$ cat src/rtl/friscv_cache_rd_arbiter_if.sv
// AXI4 read address + read data channel bundle shared by the cache fetchers
// and the memory controller port of the read arbiter.
interface friscv_cache_rd_arbiter_if #(
  parameter int ADDR_W = 32,
  parameter int ID_W   = 8,
  parameter int DATA_W = 32
);
  logic              arvalid;
  logic              arready;
  logic [ADDR_W-1:0] araddr;
  logic [2:0]        arprot;
  logic [ID_W-1:0]   arid;
  logic              rvalid;
  logic              rready;
  logic [DATA_W-1:0] rdata;
  logic [1:0]        rresp;
  logic [ID_W-1:0]   rid;

  modport master (
    output arvalid, araddr, arprot, arid, rready,
    input  arready, rvalid, rdata, rresp, rid
  );

  modport slave (
    input  arvalid, araddr, arprot, arid, rready,
    output arready, rvalid, rdata, rresp, rid
  );
endinterface

$ cat src/rtl/friscv_cache_rd_arbiter.sv
// Round-robin arbiter sharing one AXI4 read channel between the instruction
// and data cache line fetchers, with in-order completion routing.
module friscv_cache_rd_arbiter #(
  parameter int AXI_ADDR_W = 32,
  parameter int AXI_ID_W   = 8,
  parameter int AXI_DATA_W = 32,
  parameter int MAX_OSTDG  = 4
) (
  input  logic                      aclk,
  input  logic                      aresetn,
  input  logic                      srst,
  friscv_cache_rd_arbiter_if.slave  req0,
  friscv_cache_rd_arbiter_if.slave  req1,
  friscv_cache_rd_arbiter_if.master memctrl
);

  localparam int CW    = $clog2(MAX_OSTDG) + 1;
  localparam int DEPTH = 2 * MAX_OSTDG;
  localparam int PW    = $clog2(DEPTH) + 1;
  localparam logic [CW-1:0] MAX_CNT = CW'(MAX_OSTDG);

  typedef enum logic {IDLE, ISSUE} state_t;

  state_t                state;
  logic                  arvalid_q;
  logic [AXI_ADDR_W-1:0] araddr_q;
  logic [2:0]            arprot_q;
  logic [AXI_ID_W-1:0]   arid_q;
  logic                  prio;
  logic [CW-1:0]         cnt0;
  logic [CW-1:0]         cnt1;
  logic [DEPTH-1:0]      order_q;
  logic [PW-1:0]         wr_ptr;
  logic [PW-1:0]         rd_ptr;

  logic                  fifo_full;
  logic                  fifo_empty;
  logic                  head;
  logic                  elig0;
  logic                  elig1;
  logic                  grant0;
  logic                  grant1;
  logic                  rd_hs;
  logic                  pop0;
  logic                  pop1;
  logic [AXI_DATA_W-1:0] rdata_bc;
  logic [AXI_ID_W-1:0]   rid_bc;

  // Extra wrap bit on the pointers distinguishes full from empty.
  assign fifo_empty = (wr_ptr == rd_ptr);
  assign fifo_full  = (wr_ptr[PW-1] != rd_ptr[PW-1]) &&
                      (wr_ptr[PW-2:0] == rd_ptr[PW-2:0]);
  assign head       = order_q[rd_ptr[PW-2:0]];

  // Grants are suppressed while either reset is active so a request is never
  // acknowledged and then dropped.
  assign elig0  = aresetn && !srst && (state == IDLE) && req0.arvalid &&
                  (cnt0 < MAX_CNT) && !fifo_full;
  assign elig1  = aresetn && !srst && (state == IDLE) && req1.arvalid &&
                  (cnt1 < MAX_CNT) && !fifo_full;
  assign grant0 = elig0 && (!elig1 || !prio);
  assign grant1 = elig1 && (!elig0 || prio);

  assign req0.arready = grant0;
  assign req1.arready = grant1;

  assign memctrl.arvalid = arvalid_q;
  assign memctrl.araddr  = araddr_q;
  assign memctrl.arprot  = arprot_q;
  assign memctrl.arid    = arid_q;

  assign req0.rvalid    = !fifo_empty && !head && memctrl.rvalid;
  assign req1.rvalid    = !fifo_empty &&  head && memctrl.rvalid;
  assign memctrl.rready = !fifo_empty && (head ? req1.rready : req0.rready);

  assign rdata_bc   = memctrl.rdata;
  assign rid_bc     = memctrl.rid;
  assign req0.rdata = rdata_bc;
  assign req1.rdata = rdata_bc;
  assign req0.rresp = memctrl.rresp;
  assign req1.rresp = memctrl.rresp;
  assign req0.rid   = rid_bc;
  assign req1.rid   = rid_bc;

  assign rd_hs = memctrl.rvalid && memctrl.rready;
  assign pop0  = rd_hs && !head;
  assign pop1  = rd_hs &&  head;

  always_ff @(posedge aclk or negedge aresetn) begin
    if (!aresetn) begin
      state     <= IDLE;
      arvalid_q <= 1'b0;
      araddr_q  <= '0;
      arprot_q  <= '0;
      arid_q    <= '0;
      prio      <= 1'b0;
      cnt0      <= '0;
      cnt1      <= '0;
      order_q   <= '0;
      wr_ptr    <= '0;
      rd_ptr    <= '0;
    end else if (srst) begin
      state     <= IDLE;
      arvalid_q <= 1'b0;
      araddr_q  <= '0;
      arprot_q  <= '0;
      arid_q    <= '0;
      prio      <= 1'b0;
      cnt0      <= '0;
      cnt1      <= '0;
      order_q   <= '0;
      wr_ptr    <= '0;
      rd_ptr    <= '0;
    end else begin
      case (state)
        IDLE: begin
          if (grant0 || grant1) begin
            state     <= ISSUE;
            arvalid_q <= 1'b1;
            araddr_q  <= grant1 ? req1.araddr : req0.araddr;
            arprot_q  <= grant1 ? req1.arprot : req0.arprot;
            arid_q    <= grant1 ? req1.arid   : req0.arid;
            prio      <= grant0;
            order_q[wr_ptr[PW-2:0]] <= grant1;
            wr_ptr    <= wr_ptr + PW'(1);
          end
        end
        ISSUE: begin
          if (memctrl.arready) begin
            state     <= IDLE;
            arvalid_q <= 1'b0;
          end
        end
        default: state <= IDLE;
      endcase

      if (rd_hs) begin
        rd_ptr <= rd_ptr + PW'(1);
      end

      // A grant and a completion on the same requester cancel out.
      cnt0 <= cnt0 + CW'(grant0) - CW'(pop0);
      cnt1 <= cnt1 + CW'(grant1) - CW'(pop1);
    end
  end

endmodule

$ cat src/flat_wrapper.sv
// flat-port wrapper written by rule: the top's interface ports become plain ports
module friscv_cache_rd_arbiter_flat 
#(
  parameter int AXI_ADDR_W = 32,
  parameter int AXI_ID_W   = 8,
  parameter int AXI_DATA_W = 32,
  parameter int MAX_OSTDG  = 4
)
  (aclk, aresetn, srst, req0_arvalid, req0_araddr, req0_arprot, req0_arid, req0_rready, req0_arready, req0_rvalid, req0_rdata, req0_rresp, req0_rid, req1_arvalid, req1_araddr, req1_arprot, req1_arid, req1_rready, req1_arready, req1_rvalid, req1_rdata, req1_rresp, req1_rid, memctrl_arvalid, memctrl_araddr, memctrl_arprot, memctrl_arid, memctrl_rready, memctrl_arready, memctrl_rvalid, memctrl_rdata, memctrl_rresp, memctrl_rid);
  friscv_cache_rd_arbiter_if #(.ADDR_W((32)), .ID_W((8)), .DATA_W((32))) req0_i ();
  friscv_cache_rd_arbiter_if #(.ADDR_W((32)), .ID_W((8)), .DATA_W((32))) req1_i ();
  friscv_cache_rd_arbiter_if #(.ADDR_W((32)), .ID_W((8)), .DATA_W((32))) memctrl_i ();
  input  logic aclk;
  input  logic aresetn;
  input  logic srst;
  input wire logic [$bits(req0_i.arvalid)-1:0] req0_arvalid;
  input wire logic [$bits(req0_i.araddr)-1:0] req0_araddr;
  input wire logic [$bits(req0_i.arprot)-1:0] req0_arprot;
  input wire logic [$bits(req0_i.arid)-1:0] req0_arid;
  input wire logic [$bits(req0_i.rready)-1:0] req0_rready;
  output wire logic [$bits(req0_i.arready)-1:0] req0_arready;
  output wire logic [$bits(req0_i.rvalid)-1:0] req0_rvalid;
  output wire logic [$bits(req0_i.rdata)-1:0] req0_rdata;
  output wire logic [$bits(req0_i.rresp)-1:0] req0_rresp;
  output wire logic [$bits(req0_i.rid)-1:0] req0_rid;
  input wire logic [$bits(req1_i.arvalid)-1:0] req1_arvalid;
  input wire logic [$bits(req1_i.araddr)-1:0] req1_araddr;
  input wire logic [$bits(req1_i.arprot)-1:0] req1_arprot;
  input wire logic [$bits(req1_i.arid)-1:0] req1_arid;
  input wire logic [$bits(req1_i.rready)-1:0] req1_rready;
  output wire logic [$bits(req1_i.arready)-1:0] req1_arready;
  output wire logic [$bits(req1_i.rvalid)-1:0] req1_rvalid;
  output wire logic [$bits(req1_i.rdata)-1:0] req1_rdata;
  output wire logic [$bits(req1_i.rresp)-1:0] req1_rresp;
  output wire logic [$bits(req1_i.rid)-1:0] req1_rid;
  output wire logic [$bits(memctrl_i.arvalid)-1:0] memctrl_arvalid;
  output wire logic [$bits(memctrl_i.araddr)-1:0] memctrl_araddr;
  output wire logic [$bits(memctrl_i.arprot)-1:0] memctrl_arprot;
  output wire logic [$bits(memctrl_i.arid)-1:0] memctrl_arid;
  output wire logic [$bits(memctrl_i.rready)-1:0] memctrl_rready;
  input wire logic [$bits(memctrl_i.arready)-1:0] memctrl_arready;
  input wire logic [$bits(memctrl_i.rvalid)-1:0] memctrl_rvalid;
  input wire logic [$bits(memctrl_i.rdata)-1:0] memctrl_rdata;
  input wire logic [$bits(memctrl_i.rresp)-1:0] memctrl_rresp;
  input wire logic [$bits(memctrl_i.rid)-1:0] memctrl_rid;
  assign req0_i.arvalid = req0_arvalid;
  assign req0_i.araddr = req0_araddr;
  assign req0_i.arprot = req0_arprot;
  assign req0_i.arid = req0_arid;
  assign req0_i.rready = req0_rready;
  assign req0_arready = req0_i.arready;
  assign req0_rvalid = req0_i.rvalid;
  assign req0_rdata = req0_i.rdata;
  assign req0_rresp = req0_i.rresp;
  assign req0_rid = req0_i.rid;
  assign req1_i.arvalid = req1_arvalid;
  assign req1_i.araddr = req1_araddr;
  assign req1_i.arprot = req1_arprot;
  assign req1_i.arid = req1_arid;
  assign req1_i.rready = req1_rready;
  assign req1_arready = req1_i.arready;
  assign req1_rvalid = req1_i.rvalid;
  assign req1_rdata = req1_i.rdata;
  assign req1_rresp = req1_i.rresp;
  assign req1_rid = req1_i.rid;
  assign memctrl_arvalid = memctrl_i.arvalid;
  assign memctrl_araddr = memctrl_i.araddr;
  assign memctrl_arprot = memctrl_i.arprot;
  assign memctrl_arid = memctrl_i.arid;
  assign memctrl_rready = memctrl_i.rready;
  assign memctrl_i.arready = memctrl_arready;
  assign memctrl_i.rvalid = memctrl_rvalid;
  assign memctrl_i.rdata = memctrl_rdata;
  assign memctrl_i.rresp = memctrl_rresp;
  assign memctrl_i.rid = memctrl_rid;
  friscv_cache_rd_arbiter #(.AXI_ADDR_W(AXI_ADDR_W), .AXI_ID_W(AXI_ID_W), .AXI_DATA_W(AXI_DATA_W), .MAX_OSTDG(MAX_OSTDG)) u_core (.aclk(aclk), .aresetn(aresetn), .srst(srst), .req0(req0_i), .req1(req1_i), .memctrl(memctrl_i));
endmodule
$ cat config.mk
export PLATFORM = sky130hd
export DESIGN_NAME = friscv_cache_rd_arbiter_flat
export DESIGN_NICKNAME = d
export VERILOG_FILES = /design/src/rtl/friscv_cache_rd_arbiter_if.sv /design/src/rtl/friscv_cache_rd_arbiter.sv /design/src/flat_wrapper.sv
export SDC_FILE = /design/constraint.sdc
export NUM_CORES = 1
export LEC_CHECK = 0
export ABC_AREA = 1
export CAP_MARGIN = 20
export CELL_PAD_IN_SITES_DETAIL_PLACEMENT = 1
export CELL_PAD_IN_SITES_GLOBAL_PLACEMENT = 1
export CORE_UTILIZATION = 28
export CTS_CLUSTER_DIAMETER = 120
export DETAILED_ROUTE_END_ITERATION = 8
export PLACE_DENSITY = 0.95
export SLEW_MARGIN = 20
export SYNTH_ARGS = -nofsm -noshare
export SYNTH_HDL_FRONTEND = slang
export SYNTH_SLANG_ARGS = --single-unit
export TNS_END_PERCENT = 10
$ cat constraint.sdc
create_clock -name aclk -period 6.25 [get_ports aclk]
set_input_delay 0.625 -clock aclk [delete_from_list [all_inputs] [get_ports aclk]]
set_output_delay 0.625 -clock aclk [all_outputs]
set_load 0.02 [all_outputs]
# == Word-level counts from Yosys, hierarchy flattened ==
# Index checks and enable logic that the tools add are counted.
# W data, S select, Z words.
# totals
reg_bits,68
input_bits,137
out_inout_bits,133
elab_cells,102
# classes
n_addsub,6
n_lt_le_gt_ge,5
n_eq_ne,6
n_mux,39
n_bitwise,1
reduce_logical,34
# op_table
operator,count
$mux W32,4
$mux W8,7
$logic_and A1 B1 Y1,20
$mux W4,5
$mux W3,6
$mux W1,12
$add A4 B1 Y4 const B,2
$bwmux W8,1
$lt A3 B4 Y1 const B,2
$logic_not A1 Y1,7
$add A3 B1 Y3,2
$lt A3 B3 Y1 const B,2
$ne A3 B3 Y1 const B,2
$sub A3 B1 Y3,2
$eq A4 B4 Y1,1
$pmux W1 S2,2
$reduce_and A2 Y1,2
$reduce_bool A2 Y1,2
$bmux W1 S3,1
$demux W1 S3,1
$eq A3 B3 Y1,1
$ge A3 B1 Y1 const B,1
$logic_or A1 B1 Y1,3
$ne A2 B2 Y1 const B,1
2 further kinds,2

# == Longest topological paths before layout ==
# Gate-level depths: netlist of run 1.
# logic_depth
ltp_word,13
ltp_mapped,16
ltp_nobuf,15

# == Least setup slack after synthesis of run 1 ==
# OpenSTA, ideal clock, no wires.
# synth_timing
kind,in2reg
startpoint,in srst
endpoint,reg u_core.cnt1[2]
setup_ps,132
arrival_ps,2468
required_time_ps,6118
path_slack_ps,3650
path_stages,13
n_path_buf,1
path_cell_list,inv_4 nand3_2 nor3b_2 nand2_1 nand3_2 buf_2 ha_1 inv_1 ha_1 inv_1 fa_1 xor2_1 nor2_1
# synth_via
elab_chain_len,12
elab_cells_between_ends,15
cone_classes,add/sub: 2; mux: 1; reduce/logical: 12
# synth_lines
element,line_no,source
from (decl),flat_wrapper.sv:15,input logic srst;
$logic_not A1 Y1,"friscv_cache_rd_arbiter.sv:57, friscv_cache_rd_arbiter.sv:59",
$logic_and A1 B1 Y1 (2 in series),"friscv_cache_rd_arbiter.sv:57, friscv_cache_rd_arbiter.sv:59",
$logic_and A1 B1 Y1 (2 in series),friscv_cache_rd_arbiter.sv:57,assign elig0 = aresetn && !srst && (state == IDLE) && req0.arvalid &&
$logic_and A1 B1 Y1,friscv_cache_rd_arbiter.sv:58,(cnt0 < MAX_CNT) && !fifo_full;
$logic_not A1 Y1,friscv_cache_rd_arbiter.sv:62,assign grant1 = elig1 && (!elig0 || prio);
$logic_or A1 B1 Y1,friscv_cache_rd_arbiter.sv:62,
$logic_and A1 B1 Y1,friscv_cache_rd_arbiter.sv:62,
$add A3 B1 Y3,friscv_cache_rd_arbiter.sv:143,cnt1 <= cnt1 + CW'(grant1) - CW'(pop1);
$sub A3 B1 Y3,friscv_cache_rd_arbiter.sv:143,
$mux W3 (*),friscv_cache_rd_arbiter.sv:102,end else if (srst) begin
to (signal assigned),friscv_cache_rd_arbiter.sv:143,
to (decl),friscv_cache_rd_arbiter.sv:31,logic [CW-1:0] cnt1;
# Mark *: on every way between the ends. The rest lies on a longest branch, timed or not.
# A chain may end at the register's enable or synchronous reset.

# == Worst setup path in the final report of run 1 ==
# layout_timing
startpoint,in srst
endpoint,out req1_arready
# layout_via
elab_chain_len,9
elab_cells_between_ends,12
cone_classes,reduce/logical: 12
# layout_lines
element,line_no,source
$logic_not A1 Y1 (*),"friscv_cache_rd_arbiter.sv:57, friscv_cache_rd_arbiter.sv:59",
$logic_and A1 B1 Y1 (*) (2 in series),"friscv_cache_rd_arbiter.sv:57, friscv_cache_rd_arbiter.sv:59",
$logic_and A1 B1 Y1 (2 in series),friscv_cache_rd_arbiter.sv:57,
$logic_and A1 B1 Y1,friscv_cache_rd_arbiter.sv:58,
$logic_not A1 Y1,friscv_cache_rd_arbiter.sv:62,
$logic_or A1 B1 Y1,friscv_cache_rd_arbiter.sv:62,
$logic_and A1 B1 Y1 (*),friscv_cache_rd_arbiter.sv:62,
to (decl),flat_wrapper.sv:31,output wire logic [$bits(req1_i.arready)-1:0] req1_arready;
# Marked as above.

==> flow_summary_export.csv, run 1 <==
group,metric,value,unit
status,status,"finished, final reports clean",
power_and_ir_drop,power,1540,uW
synth,synthCells,653,
final_layout,final_common_cell,"nand2_1",
critical_path,crit_path_start,"srst",
synth,syn_avg_cell_area,7.03,um^2
critical_path,path_class,"input pin to primary output",
die,num_rows,46,
routing,vias,4014,
power_and_ir_drop,p_sw,506,uW
timing,setup_violations,0,
grt,grt_use_total,0.160,
routing,initialDrtViolationCount,150,
final_layout,drive_gt1_frac,0.0410,
critical_path,required,5620,ps
routing,antenna_left,0,
timing,tightestPinTransition,1020,ps
grt,grt_overflow,0,
routing,wl_per_cell,14.1,um
die,die-width,130,um
timing,fmax,0.230,GHz
synth,syn-cell-area,4590,um^2
cts,root_buffer,"clkbuf_16",
critical_path,r2r-start,"u_core.rd_ptr[0]",
timing,fin_skew,5.72,ps
routing,drtPass1Iterations,4,
power_and_ir_drop,intPower,1030,uW
cts,worst_skew_pair.late_latency,340,ps
critical_path,rr_worst_depth,14,
critical_path,path_max_fanout,52,
cts,clock_sinks,68,
timing,finalHoldViolCount,0,
grt,grt_pass1_wl,20.6,mm
flow_run,drv_cap,0,
timing,drv_slew,0,
timing,whs,467,ps
final_layout,finalNetCount,849,
die,floorplan.initialDensity,0.288,
final_layout,mostFrequentLayoutCells,"235 x nand2_1, 142 x clkdlybuf4s50_1, 115 x inv_1",
power_and_ir_drop,comb_power_share,0.312,
grt,antenna_found_initial,0,
placed_design,gp_congestion,0.805,
die,dieArea,16900,um^2
cts,cts_tree,"built",
synth,synth_warnings,0,
power_and_ir_drop,vdd_drop_max,0.116,mV
hold_path,min_from,"u_core.order_q[2]",
critical_path,cp-end-kind,"primary output",
grt,grt_max_degree,69,
power_and_ir_drop,p_leak,0.00310,uW
cts,ctsHtreeMaxLevel,3,
power_and_ir_drop,clkPwrFrac,0.329,
die,core,15900,um^2
final_layout,diodes,0,
final_layout,area_delta_synth_final,26.3,%
hold_path,hp-class,"flip-flop to flip-flop",
power_and_ir_drop,swShare,0.329,
die,dieHeight,130,um
power_and_ir_drop,p_per_area,265,nW/um^2
synth,synth-seq-cells,68,
timing,rsz0062_at_grt,"no",
placed_design,port_buffers,143,
cts,clk_pin_slew_worst_paths,50,ps
timing,fin_crit_sh,0.696,
timing,slew_headroom,0.319,
synth,syn-num-nets,798,
hold_path,worst_hold_path.num_cells,2,
timing,period_needed,4350,ps
cts,cts_buffers,9,
synth,synth.distinct_cells,31,
synth,ys_seq_area_frac,0.371,
cts,post_cts_buffers,0,
cts,post_cts_resized,0,
critical_path,crit_path_start_kind,"input pin",
critical_path,worstPathArrival,3730,ps
cts,hold_buffers,0,
routing,wirelength,13.0,mm
cts,clock_path_buffers,2,
routing,via_per_inst,4.34,
die,boundaryPins,270,
power_and_ir_drop,pwr-share-seq,0.359,
routing,drc,0,
timing,setup_tns,0,ps
grt,grt_pass1_vias,4145,
placed_design,dp_hpwl,9.08,mm
kinds of logic after synthesis:
family,after synthesis,share of synthesized area
AND/OR/NAND/NOR,325,0.295
buffers and inverters,226,0.272
flip-flops,68,0.371
AO/OA/AOI/OAI,19,0.0234
adder cells (fa/ha/maj),8,0.0251
XOR/XNOR,7,0.0134
per-stage QoR:
step / instances / area (um^2) / util / setup slack (ps)
floorplan: 653 / 4590 / - / 3650
global placement: 909 / 5510 / 0.346 / 1930
detailed placement: 909 / 5510 / 0.346 / 1820
CTS: 924 / 5800 / 0.364 / 1800
global route: 924 / 5800 / 0.364 / 1660
finish: 924 / 5800 / 0.364 / 1900
final cells by class:
| class | instances | area, um^2 |
|---|---|---|
| clock buffers | 13 | 250 |
| clock inverters | 2 | 35.0 |
| fillers | 2014 | 10100 |
| inverters | 121 | 457 |
| multi-input cells | 359 | 1640 |
| flip-flops and latches | 68 | 1700 |
| well taps | 216 | 270 |
| repair buffers | 145 | 1440 |
sequential cells by signal, indices dropped and copies added (netlist names):
name	flops
u_core.memctrl.arid	8
u_core.memctrl.arvalid	1
u_core.memctrl.arprot	3
u_core.prio	1
u_core.memctrl.araddr	32
u_core.order_q	8
u_core.cnt1	3
u_core.rd_ptr	4
u_core.wr_ptr	4
u_core.cnt0	3
u_core.state	1
critical path, stage by stage:
cell,delay [ps]
clkdlybuf4s50_1,780
inv_4,280
nand3_2,130
nor3b_4,280
nand3_2,120
inv_2,730
clkdlybuf4s50_1,760
power by group through the flow:
stage	logic (uW)	registers [uW]	clock network [uW]
2_1_floorplan	284	604	0
3_5_place_dp	486	557	0
5_1_grt	530	559	535
6_report	480	552	506
3_3_place_gp	467	554	0
4_1_cts	489	552	522
final timing paths:
path	to	slack (ps)
min in group asynchronous	u_core.prio	510
max	req1_arready	1900
min	u_core.order_q[2]	470
max reg2reg	u_core.cnt1[2]	3190
min reg2reg	u_core.order_q[2]	470
max in group asynchronous	u_core.memctrl.arid[4]	5100
cell usage after synthesis:
library cell | count | share of area
nor3b_2 | 1 | 0.0027
a21oi_1 | 1 | 0.0011
nand3_1 | 57 | 0.062
nand4_1 | 6 | 0.0082
o21bai_1 | 1 | 0.0016
o31ai_1 | 1 | 0.0016
inv_1 | 115 | 0.094
o21ai_2 | 1 | 0.0019
xnor2_1 | 3 | 0.0057
buf_6 | 7 | 0.017
buf_4 | 90 | 0.15
inv_4 | 1 | 0.0014
nand3_2 | 2 | 0.0044
dfrtp_1 | 68 | 0.37
o21a_1 | 1 | 0.0016
inv_2 | 5 | 0.0041
nor2_2 | 1 | 0.0014
nor3b_4 | 1 | 0.0041
buf_2 | 6 | 0.0065
fa_1 | 2 | 0.0087
nand2_1 | 235 | 0.19
ha_1 | 6 | 0.016
o21ai_0 | 8 | 0.0087
clkbuf_1 | 1 | 0.00082
o21ai_1 | 5 | 0.0055
xor2_1 | 4 | 0.0076
nand4_2 | 1 | 0.0027
nor2_1 | 20 | 0.016
buf_1 | 1 | 0.00082
o22ai_1 | 1 | 0.0014
nand2_2 | 1 | 0.0014
metal layers:
metal	GRT usage	wire, um	vias up
met5	0	0	-
met4	0.0746	257	0
met3	0.0402	753	29
met2	0.274	6530	126
met1	0.186	5500	1911
li1	-	-	1948
Note: power is estimated with default switching activity, not from simulation.
==> inputs of run 2 (changes only) <==
- CORE_UTILIZATION: 28 -> 26
- PLACE_DENSITY: 0.95 -> 0.94
- clock period: 6.25 -> 4.3 ns (I/O delays scaled with it)
==> flow_summary_export.csv, run 2 (synthesis gave the netlist of run 1 again) <==
group,metric,value,unit
timing,tightestPinTransition,926,ps
timing,fin_crit_sh,0.709,
placed_design,port_buffers,143,
cts,hold_buffers,0,
cts,clock_sinks,68,
cts,post_cts_buffers,0,
routing,antenna_left,0,
die,dieHeight,135,um
grt,grt_pass1_wl,20.7,mm
die,die-width,135,um
timing,setup_violations,0,
timing,fmax,0.328,GHz
final_layout,regArea,1700,um^2
cts,worst_skew_pair.late_latency,340,ps
status,status,"finished, final reports clean",
die,num_rows,48,
critical_path,path_max_fanout,17,
final_layout,multiInputGateArea,1640,um^2
critical_path,rr_worst_depth,15,
timing,period_needed,3050,ps
cts,root_buffer,"clkbuf_16",
critical_path,timing.rr.end,"u_core.cnt0[2]",
die,floorplan.initialDensity,0.265,
critical_path,worstPathArrival,2620,ps
final_layout,fin_cells,938,
hold_path,hp-class,"input pin to asynchronous set/reset pin",
final_layout,finalNetCount,853,
cts,cts_tree,"built",
final_layout,area_delta_synth_final,27.9,%
die,boundaryPins,270,
critical_path,r2r-start,"u_core.rd_ptr[0]",
final_layout,final.fill_count,2133,
final_layout,mostFrequentLayoutCells,"235 x nand2_1, 142 x clkdlybuf4s50_1, 115 x inv_1",
critical_path,r2r_setup_slack,1460,ps
timing,drv_slew,0,
timing,slew_headroom,0.383,
critical_path,crit_path_start_kind,"input pin",
critical_path,crit_buf_inv,5,
critical_path,path_class,"input pin to primary output",
cts,ctsHtreeMaxLevel,3,
final_layout,largest_reg_flops,32,
timing,finalHoldViolCount,0,
placed_design,pre_cts_ws,1040,ps
critical_path,cp-end-kind,"primary output",
critical_path,required,3870,ps
flow_run,drv_cap,0,
final_layout,diodes,0,
critical_path,slowest_stage,"clkdlybuf4s50_1",
critical_path,cpLargestDelayFamily,"buffers and inverters",
die,core,17300,um^2
routing,drtPass1Iterations,4,
routing,via_per_inst,4.23,
placed_design,dp_hpwl,9.17,mm
power_and_ir_drop,vdd_drop_max,0.173,mV
routing,wirelength,12.8,mm
grt,grt_overflow,0,
final_layout,drive_gt1_frac,0.0505,
placed_design,placed_cell_area,5550,um^2
placed_design,gp_congestion,0.791,
final_layout,final_common_cell,"nand2_1",
placed_design,dp.cells,922,
die,dieArea,18200,um^2
final_layout,fin_area,5870,um^2
power_and_ir_drop,p_per_area,392,nW/um^2
critical_path,critPathMaxStageDelay,610,ps
cts,post_cts_resized,0,
routing,vias,3965,
cts,clk_pin_slew_worst_paths,60,ps
grt,antenna_found_initial,0,
timing,rsz0062_at_grt,"no",
grt,grt_use_total,0.146,
power_and_ir_drop,p_leak,0.00314,uW
routing,drc,0,
timing,setup_tns,0,ps
routing,initialDrtViolationCount,134,
timing,fin_skew,7.26,ps
routing,wl_per_cell,13.7,um
grt,grt_max_degree,69,
cts,cts_buffers,9,
grt,grt_pass1_vias,4236,
cts,clock_path_buffers,2,
critical_path,crit_chain,"clkdlybuf4s50_1 > buf_4 > inv_4 > nand3_2 > nor3b_4 > nand3_2 > inv_2 > clkdlybuf4s50_1",
timing,setup_ws,1250,ps
run 2: worst max-delay path by stage:
stage / startpoint / end / slack (ps) / cells past startpoint
2_1_floorplan: srst / u_core.cnt1[2] / 1900 / 13
3_3_place_gp: srst / u_core.cnt1[2] / 1140 / 13
3_5_place_dp: srst / u_core.cnt1[2] / 1040 / 13
4_1_cts: srst / req1_arready / 1210 / 8
5_1_grt: srst / req1_arready / 1110 / 8
6_report: srst / req1_arready / 1250 / 8
run 2: through the flow:
stage               total power [uW]  utilization  hold WS [ps]
floorplan                       1290            -           134
global placement                1490        0.321           456
detailed placement              1520        0.321           460
CTS                             2340        0.339           385
global route                    2440        0.339           430
finish                          2300        0.339           338
run 2: worst register-to-register path: cells and delay by family (launching register included):
family	cells	cell delay (ps)
simple gates	8	1050
fa+ha+maj	3	750
flops	1	530
buf+inv	3	230
xor+xnor	1	170
run 2: layer usage:
metal,up-vias,share of wire,routed length [um],global-route usage
li1,1959,-,-,-
met1,1861,0.41,5280,0.165
met2,118,0.51,6580,0.259
met3,27,0.054,688,0.0409
met4,0,0.022,276,0.0568
met5,-,0,0,0
run 2: where the power goes:
part | internal [uW] | total, uW | switching, uW
sequential | 732 | 800 | 68.7
clock | 521 | 803 | 282
combinational | 311 | 697 | 386
total | 1560 | 2300 | 737
run 2: area by class of cell:
class	instances	area share
Clock buffer	11	0.0413
Inverter	121	0.0778
Clock inverter	5	0.0128
Timing Repair Buffer	149	0.251
Multi-Input combinational cell	359	0.279
Tap cell	225	0.0479
Sequential cell	68	0.290
==> inputs of run 3 (changes only) <==
- clock period: 4.3 -> 3.2 ns (I/O delays scaled with it)
==> flow_summary_export.csv, run 3 (synthesis gave the netlist of run 1 again) <==
group,metric,value,unit
power_and_ir_drop,comb_power_share,0.309,
timing,tightestPinTransition,930,ps
timing,slew_headroom,0.380,
flow_run,drv_cap,0,
placed_design,dp.cells,922,
timing,drv_slew,0,
power_and_ir_drop,p_per_area,517,nW/um^2
routing,drc,0,
die,core,17300,um^2
critical_path,crit_chain,"inv_2 > nand2_1 > nand3_1 > nand3_1 > nand2_1 > nand2_1 > nand4_1 > nor2_1 > ha_1 > inv_1 > ha_1 > inv_1 > fa_1 > xor2_1 > nor2_1",
timing,setup_violations,0,
placed_design,dp_hpwl,9.21,mm
die,num_rows,48,
cts,worst_skew_pair.late_latency,330,ps
final_layout,mostFrequentLayoutCells,"235 x nand2_1, 142 x clkdlybuf4s50_1, 115 x inv_1",
power_and_ir_drop,vdd_drop_max,0.218,mV
final_layout,diodes,0,
placed_design,port_buffers,143,
cts,clock_path_buffers,2,
routing,via_per_inst,4.30,
final_layout,fin_cells,938,
routing,initialDrtViolationCount,126,
final_layout,final.fill_count,2115,
final_layout,fin_util,0.339,
timing,fin_crit_sh,0.883,
status,status,"finished, final reports clean",
cts,clock_sinks,68,
grt,grt_max_degree,69,
grt,grt_pass1_wl,21.0,mm
die,floorplan.initialDensity,0.265,
power_and_ir_drop,p_leak,0.00313,uW
critical_path,path_class,"flip-flop to flip-flop",
timing,fmax,0.354,GHz
grt,grt_overflow,0,
cts,ctsHtreeMaxLevel,3,
routing,drtPass1Iterations,5,
timing,rsz0062_at_grt,"no",
timing,setup_tns,0,ps
cts,post_cts_resized,0,
final_layout,area_delta_synth_final,27.9,%
routing,wirelength,12.7,mm
die,boundaryPins,270,
power_and_ir_drop,intPower,2050,uW
final_layout,regArea,1700,um^2
final_layout,drive_gt1_frac,0.0505,
routing,wl_per_cell,13.6,um
routing,antenna_left,0,
critical_path,slowest_stage,"dfrtp_1",
final_layout,finalNetCount,853,
grt,grt_pass1_vias,4304,
critical_path,path_max_fanout,9,
cts,cts_buffers,9,
critical_path,worstPathArrival,3040,ps
die,dieHeight,135,um
placed_design,pre_cts_ws,295,ps
hold_path,hp-class,"input pin to asynchronous set/reset pin",
die,die-width,135,um
cts,cts_tree,"built",
timing,fin_skew,5.66,ps
grt,grt_use_total,0.148,
cts,clk_pin_slew_worst_paths,60,ps
power_and_ir_drop,clkPwrFrac,0.336,
critical_path,rr_worst_depth,15,
routing,vias,4038,
placed_design,gp_congestion,0.768,
cts,post_cts_buffers,0,
final_layout,multiInputGateArea,1640,um^2
critical_path,crit_path_start_kind,"flip-flop",
grt,antenna_found_initial,0,
cts,hold_buffers,0,
final_layout,final_common_cell,"nand2_1",
power_and_ir_drop,p_sw,987,uW
cts,root_buffer,"clkbuf_16",
timing,setup_ws,374,ps
critical_path,required,3410,ps
timing,finalHoldViolCount,0,
power_and_ir_drop,swShare,0.325,
timing,period_needed,2830,ps
power_and_ir_drop,pwr-share-seq,0.354,
final_layout,largest_reg_flops,32,
critical_path,critPathMaxStageDelay,530,ps
die,dieArea,18200,um^2
critical_path,cp-end-kind,"flip-flop",
critical_path,cp_common_cell,"nand2_1",
==> run 3: cell types whose count changed in the layout (fill, tap and decap cells not counted) <==
cell        before  now
buf_12           0    1
buf_4            7    6
bufinv_16        2    1
clkbuf_8         1    2
clkinv_2         3    2
clkinvlp_4       0    1
==> run 3: final timing paths <==
path	endpoint	slack, ps	startpoint
max in group asynchronous	u_core.memctrl.araddr[18]	2370	aresetn
max	u_core.cnt0[2]	370	u_core.rd_ptr[0]
min in group aclk	u_core.order_q[5]	480	u_core.order_q[5]
min	u_core.prio	230	aresetn
max reg2reg	u_core.cnt0[2]	370	u_core.rd_ptr[0]
min reg2reg	u_core.order_q[5]	480	u_core.order_q[5]
==> run 3: final cells by class <==
type                            instances  share of cell area
Clock inverter                          4             0.00810
Multi-Input combinational cell        359               0.279
Clock buffer                           12              0.0437
Timing Repair Buffer                  149               0.253
Tap cell                              225              0.0480
Sequential cell                        68               0.290
Inverter                              121              0.0778
==> run 3: per-stage QoR <==
stage	power, uW	instance area, um^2	hold WS (ps)
after detailed placement	2040	5570	463
after global routing	3230	5870	316
after global placement	2000	5570	457
after CTS	3100	5870	266
after floorplan	1730	4590	24.4
final	3040	5870	225
==> run 3: power groups by stage <==
stage                     Combinational [uW]  Clock [uW]  Sequential, uW
after floorplan                          555           0            1180
after global placement                   923           0            1080
after detailed placement                 953           0            1090
after CTS                                960        1060            1080
after global routing                    1040        1100            1090
final                                    939        1020            1080
==> run 3: critical path, delay by kind of cell, from the launching register on <==
family                   cells  cell delay, ps
buffers and inverters        3             230
flip-flops                   1             530
AND/OR/NAND/NOR              8             990
XOR/XNOR                     1             170
adder cells (fa/ha/maj)      3             790
==> run 3: routing by layer <==
| metal | vias up | global-route usage | routed length (um) |
|---|---|---|---|
| met5 | - | 0 | 0 |
| met1 | 1928 | 0.175 | 5240 |
| met2 | 125 | 0.257 | 6530 |
| met3 | 24 | 0.0297 | 682 |
| met4 | 0 | 0.0718 | 273 |
| li1 | 1961 | - | - |
